### src/rtl/snn_layer_argmax_if.sv
// Bus bundle between the output-layer classifier and its memories/controller.
// The slave side is the classifier; the master side owns start and the RAM/ROM data.
interface snn_layer_argmax_if #(
  parameter int W_WIDTH   = 8,
  parameter int ACC_WIDTH = 18,
  parameter int IN_ADDR_W = 10,
  parameter int W_ADDR_W  = 13,
  parameter int OUT_W     = 4
) ();
  logic                        start;
  logic                        q_input;
  logic signed [W_WIDTH-1:0]   q_weight;
  logic [IN_ADDR_W-1:0]        addr_input_unit;
  logic [W_ADDR_W-1:0]         addr_weight;
  logic                        busy;
  logic                        done;
  logic [OUT_W-1:0]            digit;
  logic signed [ACC_WIDTH-1:0] max_score;
  logic                        saturated;

  modport slave (
    input  start, q_input, q_weight,
    output addr_input_unit, addr_weight, busy, done, digit, max_score, saturated
  );

  modport master (
    output start, q_input, q_weight,
    input  addr_input_unit, addr_weight, busy, done, digit, max_score, saturated
  );
endinterface

### src/rtl/snn_layer_argmax.sv
// Fully-connected output layer with saturating accumulators and argmax classifier.
//
// state   | meaning
// --------+-----------------------------------------------------------------
// S_IDLE  | waiting for start, addresses parked at 0
// S_MAC   | stream inputs i=0..N_IN-1 for neuron n, accumulate lagged data
// S_DRAIN | accumulate the last input (memory read latency)
// S_CMP   | compare acc against best, advance to next neuron or finish
// S_DONE  | publish digit/max_score, done pulse follows
module snn_layer_argmax #(
  parameter int N_IN      = 784,
  parameter int N_OUT     = 10,
  parameter int W_WIDTH   = 8,
  parameter int ACC_WIDTH = 18,
  parameter int IN_ADDR_W = 10,
  parameter int W_ADDR_W  = 13,
  parameter int OUT_W     = 4
) (
  input  logic              clk,
  input  logic              rst_n,
  snn_layer_argmax_if.slave bus
);
  typedef enum logic [2:0] {S_IDLE, S_MAC, S_DRAIN, S_CMP, S_DONE} state_t;

  localparam logic [IN_ADDR_W-1:0] LAST_I = IN_ADDR_W'(N_IN - 1);
  localparam logic [OUT_W-1:0]     LAST_N = OUT_W'(N_OUT - 1);
  localparam logic [W_ADDR_W-1:0]  STRIDE = W_ADDR_W'(N_IN);

  state_t                      r_state, w_next;
  logic [IN_ADDR_W-1:0]        r_i;
  logic [OUT_W-1:0]            r_n, r_best_idx, r_digit;
  logic [W_ADDR_W-1:0]         r_wbase;
  logic signed [ACC_WIDTH-1:0] r_acc, r_best, r_max_score;
  logic                        r_sat, r_busy, r_done;

  logic                        w_acc_en, w_clip;
  logic [ACC_WIDTH:0]          w_sum;
  logic [ACC_WIDTH-1:0]        w_acc_next;

  // Data arrives one cycle after its address, so the first MAC cycle has nothing to add.
  assign w_acc_en = bus.q_input &&
                    (((r_state == S_MAC) && (r_i != '0)) || (r_state == S_DRAIN));
  assign w_sum    = {r_acc[ACC_WIDTH-1], r_acc} +
                    {{(ACC_WIDTH + 1 - W_WIDTH){bus.q_weight[W_WIDTH-1]}}, bus.q_weight};
  assign w_clip   = w_sum[ACC_WIDTH] != w_sum[ACC_WIDTH-1];
  assign w_acc_next = !w_clip         ? w_sum[ACC_WIDTH-1:0] :
                      w_sum[ACC_WIDTH] ? {1'b1, {(ACC_WIDTH-1){1'b0}}} :
                                         {1'b0, {(ACC_WIDTH-1){1'b1}}};

  assign bus.addr_input_unit = (r_state == S_MAC) ? r_i : '0;
  assign bus.addr_weight     = (r_state == S_MAC) ? (r_wbase + W_ADDR_W'(r_i)) : '0;
  assign bus.busy            = r_busy;
  assign bus.done            = r_done;
  assign bus.digit           = r_digit;
  assign bus.max_score       = r_max_score;
  assign bus.saturated       = r_sat;

  // State register.
  always_ff @(posedge clk or negedge rst_n) begin
    if (!rst_n) r_state <= S_IDLE;
    else        r_state <= w_next;
  end

  // Next-state sequencing through MAC/DRAIN/CMP once per neuron.
  always_comb begin
    w_next = r_state;
    case (r_state)
      S_IDLE:  if (bus.start) w_next = S_MAC;
      S_MAC:   if (r_i == LAST_I) w_next = S_DRAIN;
      S_DRAIN: w_next = S_CMP;
      S_CMP:   w_next = (r_n == LAST_N) ? S_DONE : S_MAC;
      S_DONE:  w_next = S_IDLE;
      default: w_next = S_IDLE;
    endcase
  end

  // Counters, saturating accumulator, running argmax and published results.
  always_ff @(posedge clk or negedge rst_n) begin
    if (!rst_n) begin
      r_i         <= '0;
      r_n         <= '0;
      r_wbase     <= '0;
      r_acc       <= '0;
      r_best      <= '0;
      r_best_idx  <= '0;
      r_digit     <= '0;
      r_max_score <= '0;
      r_sat       <= 1'b0;
      r_busy      <= 1'b0;
      r_done      <= 1'b0;
    end else begin
      r_done <= 1'b0;
      if (w_acc_en) begin
        r_acc <= w_acc_next;
        if (w_clip) r_sat <= 1'b1;
      end
      case (r_state)
        S_IDLE: begin
          if (bus.start) begin
            r_i     <= '0;
            r_n     <= '0;
            r_wbase <= '0;
            r_acc   <= '0;
            r_sat   <= 1'b0;
            r_busy  <= 1'b1;
          end
        end
        S_MAC: begin
          if (r_i != LAST_I) r_i <= r_i + 1'b1;
        end
        S_CMP: begin
          // Strict compare: ties keep the lower neuron index.
          if ((r_n == '0) || (r_acc > r_best)) begin
            r_best     <= r_acc;
            r_best_idx <= r_n;
          end
          if (r_n != LAST_N) begin
            r_n     <= r_n + 1'b1;
            r_i     <= '0;
            r_acc   <= '0;
            r_wbase <= r_wbase + STRIDE;
          end
        end
        S_DONE: begin
          r_done      <= 1'b1;
          r_busy      <= 1'b0;
          r_digit     <= r_best_idx;
          r_max_score <= r_best;
        end
        default: ;
      endcase
    end
  end
endmodule

### src/flat_wrapper.sv
// flat-port wrapper written by rule: the top's interface ports become plain ports
module snn_layer_argmax_flat 
#(
  parameter int N_IN      = 784,
  parameter int N_OUT     = 10,
  parameter int W_WIDTH   = 8,
  parameter int ACC_WIDTH = 18,
  parameter int IN_ADDR_W = 10,
  parameter int W_ADDR_W  = 13,
  parameter int OUT_W     = 4
)
  (clk, rst_n, bus_start, bus_q_input, bus_q_weight, bus_addr_input_unit, bus_addr_weight, bus_busy, bus_done, bus_digit, bus_max_score, bus_saturated);
  snn_layer_argmax_if #(.W_WIDTH(W_WIDTH), .ACC_WIDTH(ACC_WIDTH), .IN_ADDR_W(IN_ADDR_W), .W_ADDR_W(W_ADDR_W), .OUT_W(OUT_W)) bus_i ();
  input  logic clk;
  input  logic rst_n;
  input wire logic [$bits(bus_i.start)-1:0] bus_start;
  input wire logic [$bits(bus_i.q_input)-1:0] bus_q_input;
  input wire logic [$bits(bus_i.q_weight)-1:0] bus_q_weight;
  output wire logic [$bits(bus_i.addr_input_unit)-1:0] bus_addr_input_unit;
  output wire logic [$bits(bus_i.addr_weight)-1:0] bus_addr_weight;
  output wire logic [$bits(bus_i.busy)-1:0] bus_busy;
  output wire logic [$bits(bus_i.done)-1:0] bus_done;
  output wire logic [$bits(bus_i.digit)-1:0] bus_digit;
  output wire logic [$bits(bus_i.max_score)-1:0] bus_max_score;
  output wire logic [$bits(bus_i.saturated)-1:0] bus_saturated;
  assign bus_i.start = bus_start;
  assign bus_i.q_input = bus_q_input;
  assign bus_i.q_weight = bus_q_weight;
  assign bus_addr_input_unit = bus_i.addr_input_unit;
  assign bus_addr_weight = bus_i.addr_weight;
  assign bus_busy = bus_i.busy;
  assign bus_done = bus_i.done;
  assign bus_digit = bus_i.digit;
  assign bus_max_score = bus_i.max_score;
  assign bus_saturated = bus_i.saturated;
  snn_layer_argmax #(.N_IN(N_IN), .N_OUT(N_OUT), .W_WIDTH(W_WIDTH), .ACC_WIDTH(ACC_WIDTH), .IN_ADDR_W(IN_ADDR_W), .W_ADDR_W(W_ADDR_W), .OUT_W(OUT_W)) u_core (.clk(clk), .rst_n(rst_n), .bus(bus_i));
endmodule
### config.mk
export PLATFORM = sky130hd
export DESIGN_NAME = snn_layer_argmax_flat
export DESIGN_NICKNAME = d
export VERILOG_FILES = /design/src/rtl/snn_layer_argmax_if.sv /design/src/rtl/snn_layer_argmax.sv /design/src/flat_wrapper.sv
export SDC_FILE = /design/constraint.sdc
export NUM_CORES = 1
export LEC_CHECK = 0
export ABC_AREA = 1
export BUFFER_PORTS_ARGS = -buffer_cell sky130_fd_sc_hd__buf_2
export CAP_MARGIN = 20
export CORE_ASPECT_RATIO = 0.75
export CORE_MARGIN = 2
export CORE_UTILIZATION = 64
export DETAILED_ROUTE_END_ITERATION = 16
export PLACE_DENSITY = 0.88
export REMOVE_ABC_BUFFERS = 1
export SLEW_MARGIN = 20
export SYNTH_ARGS = -nofsm -noshare
export SYNTH_HDL_FRONTEND = slang
export SYNTH_SLANG_ARGS = --single-unit
### constraint.sdc
create_clock -name clk -period 6.51 [get_ports clk]
set_clock_uncertainty 0.1 [all_clocks]
set_input_delay 0.651 -clock clk [delete_from_list [all_inputs] [get_ports clk]]
set_output_delay 0.651 -clock clk [all_outputs]
set_load 0.01 [all_outputs]
# Word level (Yosys, flattened, before mapping)
# Cells that the tools add are included.
[classes]
n_shift = 0
mux = 29
n_eq_ne = 13
n_bitwise = 0
multipliers = 0
addsub = 5
n_div = 0
n_reduce_logical = 15
order_cmp = 1
[op_table]
columns = ["cell", "n"]
rows = [
  ["$mux W18", 5],
  ["$mux W10", 4],
  ["$mux W13", 3],
  ["$pmux W18 S2", 1],
  ["$pmux W10 S3", 1],
  ["$pmux W13 S2", 1],
  ["$add A18 B8 Y19", 1],
  ["$gt A18 B18 Y1", 1],
  ["$add A13 B10 Y13", 1],
  ["$add A13 B10 Y13 const B", 1],
  ["$pmux W3 S4", 1],
  ["$add A10 B1 Y10 const B", 1],
  ["$eq A10 B10 Y1 const B", 1],
  ["$ne A10 B10 Y1 const B", 1],
  ["$reduce_bool A10 Y1", 1],
  ["$mux W3", 3],
  ["$mux W4", 2],
  ["$pmux W4 S2", 1],
  ["$eq A3 B2 Y1 const B", 2],
  ["$mux W1", 6],
  ["$ne A2 B2 Y1 const B", 3],
  ["$reduce_and A2 Y1", 3],
  ["$add A4 B1 Y4 const B", 1],
  ["$eq A4 B4 Y1 const B", 1],
  ["14 further kinds", 17],
]
[totals]
n_memories = 0
latchBits = 0
word_cells = 75
mem_bits_rw = 0
reg_bits = 95
mem_bits_ro = 0
inputBits = 12

# Longest topological paths before layout
# Gate-level depths: netlist of run 1.
[depth]
word_depth = 7
ltp_mapped = 16

# Worst setup path after synthesis of run 1
# Ideal clock, no wire load.
[synth_timing]
kind = "register to output"
from = "reg u_core.r_i[5]"
to = "out bus_addr_weight[11]"
t_arrival_ns = 1.818
path_buffers = 0
stages_incl_launch_ff = 10
setup_slack_ns = 3.941
path_cell_list = "dfrtp_1 -> ha_1 -> a21o_1 -> nand2_1 -> nand2_1 -> nand2_1 -> a21boi_0 -> o21a_1 -> o21ai_0 -> a21boi_0"
[synth_via]
elab_chain_cells = 2
[synth_lines]
columns = ["item", "line", "rtl"]
rows = [
  ["from (decl)", "snn_layer_argmax.sv:30", "logic [IN_ADDR_W-1:0] r_i;"],
  ["from (signal assigned)", "snn_layer_argmax.sv:109", "if (r_i != LAST_I) r_i <= r_i + 1'b1;"],
  ["$add A13 B10 Y13", "snn_layer_argmax.sv:51", "assign bus.addr_weight = (r_state == S_MAC) ? (r_wbase + W_ADDR_W'(r_i)) : '0;"],
  ["$mux W13", "snn_layer_argmax.sv:51", ""],
  ["to (decl)", "flat_wrapper.sv:20", "output wire logic [$bits(bus_i.addr_weight)-1:0] bus_addr_weight;"],
]
# No other way between the ends.

# Worst setup path in the final report of run 1
[layout_timing]
from = "reg u_core.r_acc[9]"
to = "reg u_core.r_best[7]"
[layout_via]
elab_chain_cells = 3
[layout_lines]
columns = ["item", "line", "rtl"]
rows = [
  ["from (decl)", "snn_layer_argmax.sv:33", "logic signed [ACC_WIDTH-1:0] r_acc, r_best, r_max_score;"],
  ["from (signal assigned)", "snn_layer_argmax.sv:94", "r_acc <= w_acc_next;"],
  ["$gt A18 B18 Y1", "snn_layer_argmax.sv:113", "if ((r_n == '0) || (r_acc > r_best)) begin"],
  ["$logic_or A1 B1 Y1", "snn_layer_argmax.sv:113", ""],
  ["$reduce_and A2 Y1 (no line)", "-", ""],
  ["to (signal assigned)", "snn_layer_argmax.sv:114", "r_best <= r_acc;"],
  ["to (decl)", "snn_layer_argmax.sv:33", ""],
]
# No other way between the ends.
# A chain may end at the register's enable or synchronous reset.

==> results of run 1 <==
-- where the power goes --
group          switching [mW]  internal [mW]  leakage (nW)
Clock                   0.240          0.278         0.142
Combinational           0.594          0.348          2.06
Sequential              0.102          0.627          1.16
-- stage by stage --
step                hold slack [ns]  worst slack, ns  power (mW)  cells
floorplan                    0.2554            3.941       1.404    729
global placement             0.3481            3.569       1.600    896
detailed placement           0.3536            3.311       1.646    896
CTS                          0.3707            3.146       2.173    912
global route                 0.3373            2.803       2.345    912
finish                       0.2647            3.058       2.188    912
-- cells by family (layout without fill, tap and decap cells) --
logic type	after synthesis	after routing	synth area share [%]
AND/OR/NAND/NOR	355	355	26.68
AO/OA/AOI/OAI	133	133	12.96
XOR/XNOR	18	18	2.736
buffers and inverters	102	158	7.338
adder cells (fa/ha/maj)	49	49	10.77
flip-flops	91	91	39.51
-- worst register-to-register path: stages, from the launching register on --
cell and delay [ns]:
sky130_fd_sc_hd__dfrtp_1 0.46, sky130_fd_sc_hd__ha_1 0.34, sky130_fd_sc_hd__nand2_1 0.10, sky130_fd_sc_hd__inv_1 0.05, sky130_fd_sc_hd__nor2_1 0.09, sky130_fd_sc_hd__o21a_1 0.13
sky130_fd_sc_hd__nand2_1 0.05, sky130_fd_sc_hd__nand2_1 0.09, sky130_fd_sc_hd__nand3_1 0.11, sky130_fd_sc_hd__nand2_1 0.10, sky130_fd_sc_hd__nand3_1 0.07, sky130_fd_sc_hd__nand2_1 0.57
sky130_fd_sc_hd__nand2_1 0.70, sky130_fd_sc_hd__nand2_1 0.31, sky130_fd_sc_hd__nand2_1 0.07
-- synthesized netlist by cell type (all sizes together) --
cell type / n
nand2: 198
dfrtp: 91
inv: 83
nor2: 75
a21oi: 54
nand3: 53
ha: 48
o21ai: 47
nor3: 15
xor2: 14
buf: 13
o211ai: 11
nand4: 8
clkbuf: 6
o21bai: 4
xnor2: 4
a31o: 3
a31oi: 3
a211oi: 2
a21boi: 2
and2: 2
nor4: 2
o21a: 2
o22ai: 2
o31ai: 2
a21o: 1
and3: 1
fa: 1
or2: 1
-- state kept, by name (all words and copies together) (netlist names) --
| signal | flops |
|---|---|
| u_core.bus.max_score | 18 |
| u_core.r_acc | 18 |
| u_core.r_best | 18 |
| u_core.r_i | 10 |
| u_core.r_wbase | 9 |
| u_core.bus.digit | 4 |
| u_core.r_best_idx | 4 |
| u_core.r_n | 4 |
| u_core.r_state | 3 |
| u_core.bus.busy | 1 |
| u_core.bus.done | 1 |
| u_core.bus.saturated | 1 |
-- path summary, 6_finish.rpt --
check,from,endpoint,slack [ns],depth (start not counted)
worst max register to register,u_core.r_acc[9],u_core.r_best[7],3.06,14
worst min register to register,u_core.bus.digit[2],u_core.bus.digit[2],0.37,2
worst min-delay path,rst_n,u_core.bus.max_score[17],0.26,1
min in group clk,u_core.bus.digit[2],u_core.bus.digit[2],0.37,2
max in group asynchronous,rst_n,u_core.r_acc[4],5.51,1
worst max-delay path,u_core.r_acc[9],u_core.r_best[7],3.06,14
-- area by class of cell --
| class | instances | area (sq um) | area share (%) |
|---|---|---|---|
| Timing Repair Buffer | 59 | 301.5 | 4.724 |
| Sequential cell | 91 | 2277 | 35.67 |
| Multi-Input combinational cell | 555 | 3063 | 47.98 |
| Inverter | 83 | 314.1 | 4.920 |
| Tap cell | 108 | 135.1 | 2.117 |
| Clock buffer | 10 | 239.0 | 3.744 |
| Clock inverter | 6 | 53.80 | 0.8428 |
-- routing by layer --
| layer | GRT usage [%] | routed length, um | vias up | share of wire (%) |
|---|---|---|---|---|
| li1 | - | - | 2569 | - |
| met1 | 42.39 | 6358 | 2496 | 44 |
| met2 | 47.47 | 6485 | 245 | 45 |
| met3 | 7.902 | 1293 | 29 | 9.0 |
| met4 | 10.75 | 269 | 0 | 1.9 |
| met5 | 0 | 0 | - | 0 |
==> results by group, run 1 <==
Outcome
  – Status: completed

Timing
  – Hold violation count in the final report: 0
  – Number of max-slew violations in the final report: 0
  – Total of endpoints with negative setup slack in the final report: 0
  – Clock period minus final worst setup slack: 3.452 ns
  – Worst Max-Slew Pin Slew: between 0.9 and 1 ns
  – RSZ-0062 raised after global routing: false
  – Headroom to the max-slew limit: roughly 36%
  – Setup TNS: 0 ns
  – Fmax achieved: roughly 290 MHz
  – Final clock period utilization by the worst path: a little over half

Global routing
  – All-Layer GR Usage: a little under a third
  – Global-route wire length before repair: around 24000 um
  – Overall overflow remaining after global route: 0
  – Pin count of the biggest net entering global routing: slightly above 90
  – Via count of the first global-routing pass: 5054
  – Number of antenna violations at the first check in global routing: 0

Routing
  – Drc violations: 0
  – Final wirelength: 14410 um
  – Routed vias: between 5000 and 6000
  – Initial DRC Count: between 400 and 500
  – 1st-pass router iterations: 5
  – Routed via count divided by cell count: roughly 5.9
  – DRT antenna net count: 0
  – Routed WL per cell: approximately 16 um

Final layout
  – Most common library cell in the layout ignoring fill and taps: sky130_fd_sc_hd__nand2_1
  – Total of fill cells in the finished design: 633
  – Final non-filler cell area: about 6400 sq um
  – Util after Layout: 74.23%
  – Relative area change from synthesis to final layout: 10.77%
  – Diodes inserted: 0
  – Commonest non-fill, non-tap cells in the layout: sky130_fd_sc_hd__nand2_1, sky130_fd_sc_hd__dfrtp_1, sky130_fd_sc_hd__inv_1
  – Fraction of final layout cells sized beyond drive strength 1: about an eighth
  – Final nets: 860

Clocking
  – # Post-CTS Setup Buffers: 0
  – Cts bufs inserted: 9
  – H-tree depth reported by CTS: 3
  – Root Buffer: sky130_fd_sc_hd__clkbuf_16
  – Post-CTS clock slew at the launch and capture registers of the worst setup and hold paths: around 0.070 ns
  – Clock latency on the worst-skew pair: 0.35 ns
  – TritonCTS clock tree: done
  – Hold buffers post-CTS: 0
  – Maximum count of clock buffers along a single path: 2
  – Clock Sinks: 91
  – # resized after CTS: 0

Setup path
  – Dominant cell type by count on the critical path: sky130_fd_sc_hd__nand2_1
  – Delay contributed by the slowest stage of the critical path: 0.70 ns
  – Setup CP Type: flip-flop to flip-flop
  – Endpoint class of the critical path: flip-flop
  – Slowest cell on crit path: sky130_fd_sc_hd__nand2_1
  – CP required: between 6 and 7 ns
  – Critical path fanouts, max: 23
  – Worst path top cell family by delay: simple AND/OR/NAND/NOR gates
  – Cells along the critical path: ha_1, nand2_1, inv_1, nor2_1, o21a_1, nand2_1, nand2_1, nand3_1, nand2_1, nand3_1, nand2_1, nand2_1, nand2_1, nand2_1
  – Sum of buffers and inverters on the critical path: 1
  – Arrival time reported for the critical path endpoint: between 3 and 4 ns
  – Sort of element at the start of the critical path: flip-flop

Synthesis
  – Post-synthesis sequential area ratio: 39.51%
  – Yosys warns: 0
  – Per-instance average area after synthesis: 7.705 sq um
  – Number of unique standard cell types used by synthesis: 42
  – #FFs+latches synth: ~90
  – Gate count after technology mapping: between 700 and 800
  – Cell type with the largest total area after synthesis: sky130_fd_sc_hd__dfrtp_1
  – Synth top area share: slightly below 40%
  – Leading post-synthesis cells by cell area: sky130_fd_sc_hd__dfrtp_1, sky130_fd_sc_hd__nand2_1, sky130_fd_sc_hd__ha_1, sky130_fd_sc_hd__inv_1, sky130_fd_sc_hd__a21oi_1
  – Summed instance area of the synthesized netlist: roughly 5800 sq um

Floorplan
  – Placeable core region: 8600 sq um
  – Die outline area: approximately 10000 sq um
  – DIE HEIGHT: roughly 86 um
  – Chip Width: 113.6 um
  – Initial core utilization: 67.02%
  – Io pins: 60
  – Cell row count: 29

Worst hold path
  – Hold Path Class: input port to asynchronous set/reset pin

Place
  – HPWL Detailed: 10440 um
  – Instance area at placement: 6087 sq um
  – Final GP Congestion: between 0.9 and 1
  – Port bufs: 59

Flow run
  – Maximum capacitance violations: 0

Pwr
  – Leakage power: about 3.4 nW
  – Ratio of total power to cell area: 342.7 nW/um^2
  – Peak VDD IR: 250.6 uV
(Power assumes the default switching activity.)
==> run 2: changes to the inputs <==
- ABC_AREA: 1 -> 0
- CORE_UTILIZATION: 64 -> 60
- PLACE_DENSITY: 0.88 -> 0.83
- clock period: 6.51 -> 3.4 ns (I/O delays scaled with it)
==> run 2 against run 1 <==
Effect of this change: total power is 130% higher; die area is 6.9% higher; sequential share of layout area is 0.61 points lower; utilization is 5.9 points lower; critical path depth fell by 5; hold slack worse by 0.24 ns; final area grew 1.7%; worst setup slack worse by 2.8 ns; sequential cell count stayed put.
==> results by group, run 2 <==
Outcome
  – Status: completed (unchanged)

Timing
  – Hold violation count in the final report: 0 (unchanged)
  – Final clock period utilization by the worst path: between 90% and 100%
  – Headroom to the max-slew limit: 31.96% (was 35.86%)
  – Total of endpoints with negative setup slack in the final report: 0 (unchanged)
  – Fmax achieved: about 320 MHz
  – Number of max-slew violations in the final report: 0 (unchanged)
  – Clock period minus final worst setup slack: between 3 and 4 ns
  – Worst Max-Slew Pin Slew: 1.018 ns (was 0.9610 ns)
  – RSZ-0062 raised after global routing: false (unchanged)
  – Setup TNS: 0 ns (unchanged)

Setup path
  – Sort of element at the start of the critical path: flip-flop (unchanged)
  – Depth of the most critical reg-to-reg path: 10 (was 14)
  – Arrival time reported for the critical path endpoint: 2.73 ns (was 3.59 ns)
  – Critical path fanouts, max: 6 (was 23)
  – Endpoint class of the critical path: primary output (was flip-flop)
  – Setup CP Type: flip-flop to primary output (was flip-flop to flip-flop)
  – CP required: 2.96 ns (was 6.65 ns)

Pwr
  – Peak VDD IR: 503.6 uV (was 250.6 uV)
  – Overall power: 5.076 mW (was 2.188 mW)
  – Leakage power: 3.261 nW (was 3.362 nW)
  – Ratio of total power to cell area: 781.6 nW/um^2 (was 342.7 nW/um^2)

Synthesis
  – Leading post-synthesis cells by cell area: sky130_fd_sc_hd__dfrtp_1, sky130_fd_sc_hd__ha_1, sky130_fd_sc_hd__mux2_2, sky130_fd_sc_hd__mux2_1, sky130_fd_sc_hd__nand2_1 (was sky130_fd_sc_hd__dfrtp_1, sky130_fd_sc_hd__nand2_1, sky130_fd_sc_hd__ha_1, sky130_fd_sc_hd__inv_1, sky130_fd_sc_hd__a21oi_1)
  – Synth top area share: 39.33% (was 39.51%)
  – Per-instance average area after synthesis: 9.967 sq um (was 7.705 sq um)
  – Multiplexer fraction of the synthesized cell area: 8.535% (was 0%)
  – Cell type with the largest total area after synthesis: sky130_fd_sc_hd__dfrtp_1 (unchanged)
  – Number of enable flip-flop cells after synthesis: 0 (unchanged)
  – Post-synthesis sequential area ratio: 39.33% (was 39.51%)
  – Gate count after technology mapping: 581 (was 748)
  – Number of unique standard cell types used by synthesis: 70 (was 42)
  – Most used standard cell by instance count after synthesis: sky130_fd_sc_hd__dfrtp_1 (was sky130_fd_sc_hd__nand2_1)
  – Share of synthesized flip-flops with an asynchronous set or reset: 100.0% (unchanged)
  – Xor-xnor portion of the synthesized cell area: 4.689% (was 2.736%)
  – Summed instance area of the synthesized netlist: 5791 sq um (was 5763 sq um)
  – Top cells by count, synth: sky130_fd_sc_hd__dfrtp_1, sky130_fd_sc_hd__nand2_1, sky130_fd_sc_hd__ha_1, sky130_fd_sc_hd__nor2_1, sky130_fd_sc_hd__inv_1 (was sky130_fd_sc_hd__nand2_1, sky130_fd_sc_hd__dfrtp_1, sky130_fd_sc_hd__inv_1, sky130_fd_sc_hd__nor2_1, sky130_fd_sc_hd__a21oi_1)
  – Yosys warns: 0 (unchanged)
  – #FFs+latches synth: 91 (unchanged)
  – Simple-Gate Fraction of Synth Area: 15.08% (was 26.68%)
  – Largest family of logic cells by synthesized area: compound AO/OA/AOI/OAI gates (was simple AND/OR/NAND/NOR gates)
  – Prevailing post-synth register cell: sky130_fd_sc_hd__dfrtp_1 (unchanged)
  – Compound-gate portion of the synthesized area: 16.90% (was 12.96%)
  – Adder and majority cell fraction of the synthesized area: 10.72% (was 10.77%)

Floorplan
  – Io pins: 60 (unchanged)
  – Die outline area: 10460 sq um (was 9788 sq um)
  – Cell row count: 31 (was 29)
  – Initial core utilization: 60.93% (was 67.02%)
  – Placeable core region: 9503 sq um (was 8600 sq um)
  – DIE HEIGHT: 89.08 um (was 86.18 um)
  – Chip Width: 117.4 um (was 113.6 um)

Routing
  – Final wirelength: 13310 um (was 14410 um)
  – DRT antenna net count: 0 (unchanged)
  – Routed WL per cell: 17.24 um (was 15.80 um)
  – Initial DRC Count: 263 (was 433)
  – Routed via count divided by cell count: 5.964 (was 5.854)
  – 1st-pass router iterations: 5 (unchanged)
  – Drc violations: 0 (unchanged)
  – Routed vias: 4604 (was 5339)

Global routing
  – All-Layer GR Usage: 25.74% (was 30.65%)
  – Grt met1 use: 33.88% (was 42.39%)
  – Met2 global-route usage: 45.19% (was 47.47%)
  – Pin count of the biggest net entering global routing: 78 (was 92)
  – Global-route wire length before repair: 21330 um (was 23760 um)
  – Via count of the first global-routing pass: 4323 (was 5054)
  – Met3 GRT Util: 5.038% (was 7.902%)
  – Overall overflow remaining after global route: 0 (unchanged)
  – Number of antenna violations at the first check in global routing: 0 (unchanged)
  – Busiest metal layer after global routing: met2 (unchanged)

Place
  – Instance area at placement: 6191 sq um (was 6087 sq um)
  – HPWL Detailed: 9791 um (was 10440 um)
  – Port bufs: 59 (unchanged)
  – Number of instances in the placed design: 757 (was 896)
  – Final GP Congestion: 0.8109 (was 0.9447)

Final layout
  – Relative area change from synthesis to final layout: 12.17% (was 10.77%)
  – Final nets: 697 (was 860)
  – Fraction of final layout cells sized beyond drive strength 1: 21.41% (was 12.44%)
  – Most common library cell in the layout ignoring fill and taps: sky130_fd_sc_hd__dfrtp_1 (was sky130_fd_sc_hd__nand2_1)
  – Final non-filler cell area: 6495 sq um (was 6384 sq um)
  – Cell Count, Final, Fillers Out: 772 (was 912)
  – Commonest non-fill, non-tap cells in the layout: sky130_fd_sc_hd__dfrtp_1, sky130_fd_sc_hd__buf_2, sky130_fd_sc_hd__nand2_1 (was sky130_fd_sc_hd__nand2_1, sky130_fd_sc_hd__dfrtp_1, sky130_fd_sc_hd__inv_1)
  – Diodes inserted: 0 (unchanged)

Clocking
  – Clock Sinks: 91 (unchanged)
  – TritonCTS clock tree: done (unchanged)
  – H-tree depth reported by CTS: 3 (unchanged)
  – # resized after CTS: 0 (unchanged)
  – Maximum count of clock buffers along a single path: 2 (unchanged)
  – Post-CTS clock slew at the launch and capture registers of the worst setup and hold paths: 0.06 ns (was 0.07 ns)
  – Root Buffer: sky130_fd_sc_hd__clkbuf_16 (unchanged)
  – # Post-CTS Setup Buffers: 0 (unchanged)
  – Hold buffers post-CTS: 0 (unchanged)
  – Clock latency on the worst-skew pair: 0.34 ns (was 0.35 ns)
  – Cts bufs inserted: 9 (unchanged)

Flow run
  – Maximum capacitance violations: 0 (unchanged)

Worst hold path
  – Hold Path Class: input port to asynchronous set/reset pin (unchanged)
-- run 2: cells by family after synthesis --
logic type      after synthesis
compound gates              135
flops                        91
buf+inv                      59
mux                          44
xor+xnor                     31
fa+ha+maj                    49
simple gates                172
-- run 2: worst paths after layout --
kind	slack (ns)	start	to
max	0.23	u_core.r_i[5]	bus_addr_weight[12]
max in group asynchronous	2.45	rst_n	u_core.r_best[0]
min reg2reg	0.40	u_core.bus.max_score[14]	u_core.bus.max_score[14]
max reg2reg	0.35	u_core.r_acc[0]	u_core.r_acc[2]
min	0.03	rst_n	u_core.bus.digit[1]
min in group clk	0.33	bus_start	u_core.r_state[0]
-- run 2: final cells by class --
type | instances | area [sq um]
clock buffer | 13 | 260.3
clock inverter | 2 | 35.03
fill | 715 | 3008
inverter | 33 | 123.9
multi-input combinational | 431 | 3253
sequential | 91 | 2277
tap | 132 | 165.2
timing repair buffer | 70 | 380.4
-- run 2: worst max-delay path, cell delays in order (launching register included) --
cell and delay (ns):
sky130_fd_sc_hd__dfrtp_1 0.47, sky130_fd_sc_hd__ha_1 0.35, sky130_fd_sc_hd__a21o_1 0.22, sky130_fd_sc_hd__a21o_1 0.20, sky130_fd_sc_hd__a21oi_1 0.23, sky130_fd_sc_hd__o21bai_1 0.13, sky130_fd_sc_hd__a21oi_1 0.36, sky130_fd_sc_hd__o21ai_0 0.15
sky130_fd_sc_hd__a21oi_1 0.13, sky130_fd_sc_hd__buf_2 0.14
-- run 2: per-stage QoR --
stage	utilization (%)	setup slack, ns	hold WS, ns
2_1_floorplan	-	0.2882	-0.05559
3_3_place_gp	65.15	0.3027	0.3687
3_5_place_dp	65.15	0.1784	0.3961
4_1_cts	68.26	0.2271	0.07975
5_1_grt	68.35	0.09781	0.1073
6_report	68.35	0.2346	0.02892
-- run 2: power by group --
part	switching [mW]	internal [mW]	total, mW	leakage, nW
combinational	1.46	0.998	2.46	1.89
sequential	0.294	1.33	1.62	1.22
clock	0.387	0.605	0.992	0.146
-- run 2: layer usage --
| metal | wire length [um] | up-vias | share of wire [%] |
|---|---|---|---|
| met5 | 0 | - | 0 |
| li1 | - | 2203 | - |
| met4 | 140 | 0 | 1.1 |
| met1 | 5978 | 2263 | 45 |
| met2 | 6594 | 124 | 50 |
| met3 | 596 | 14 | 4.5 |
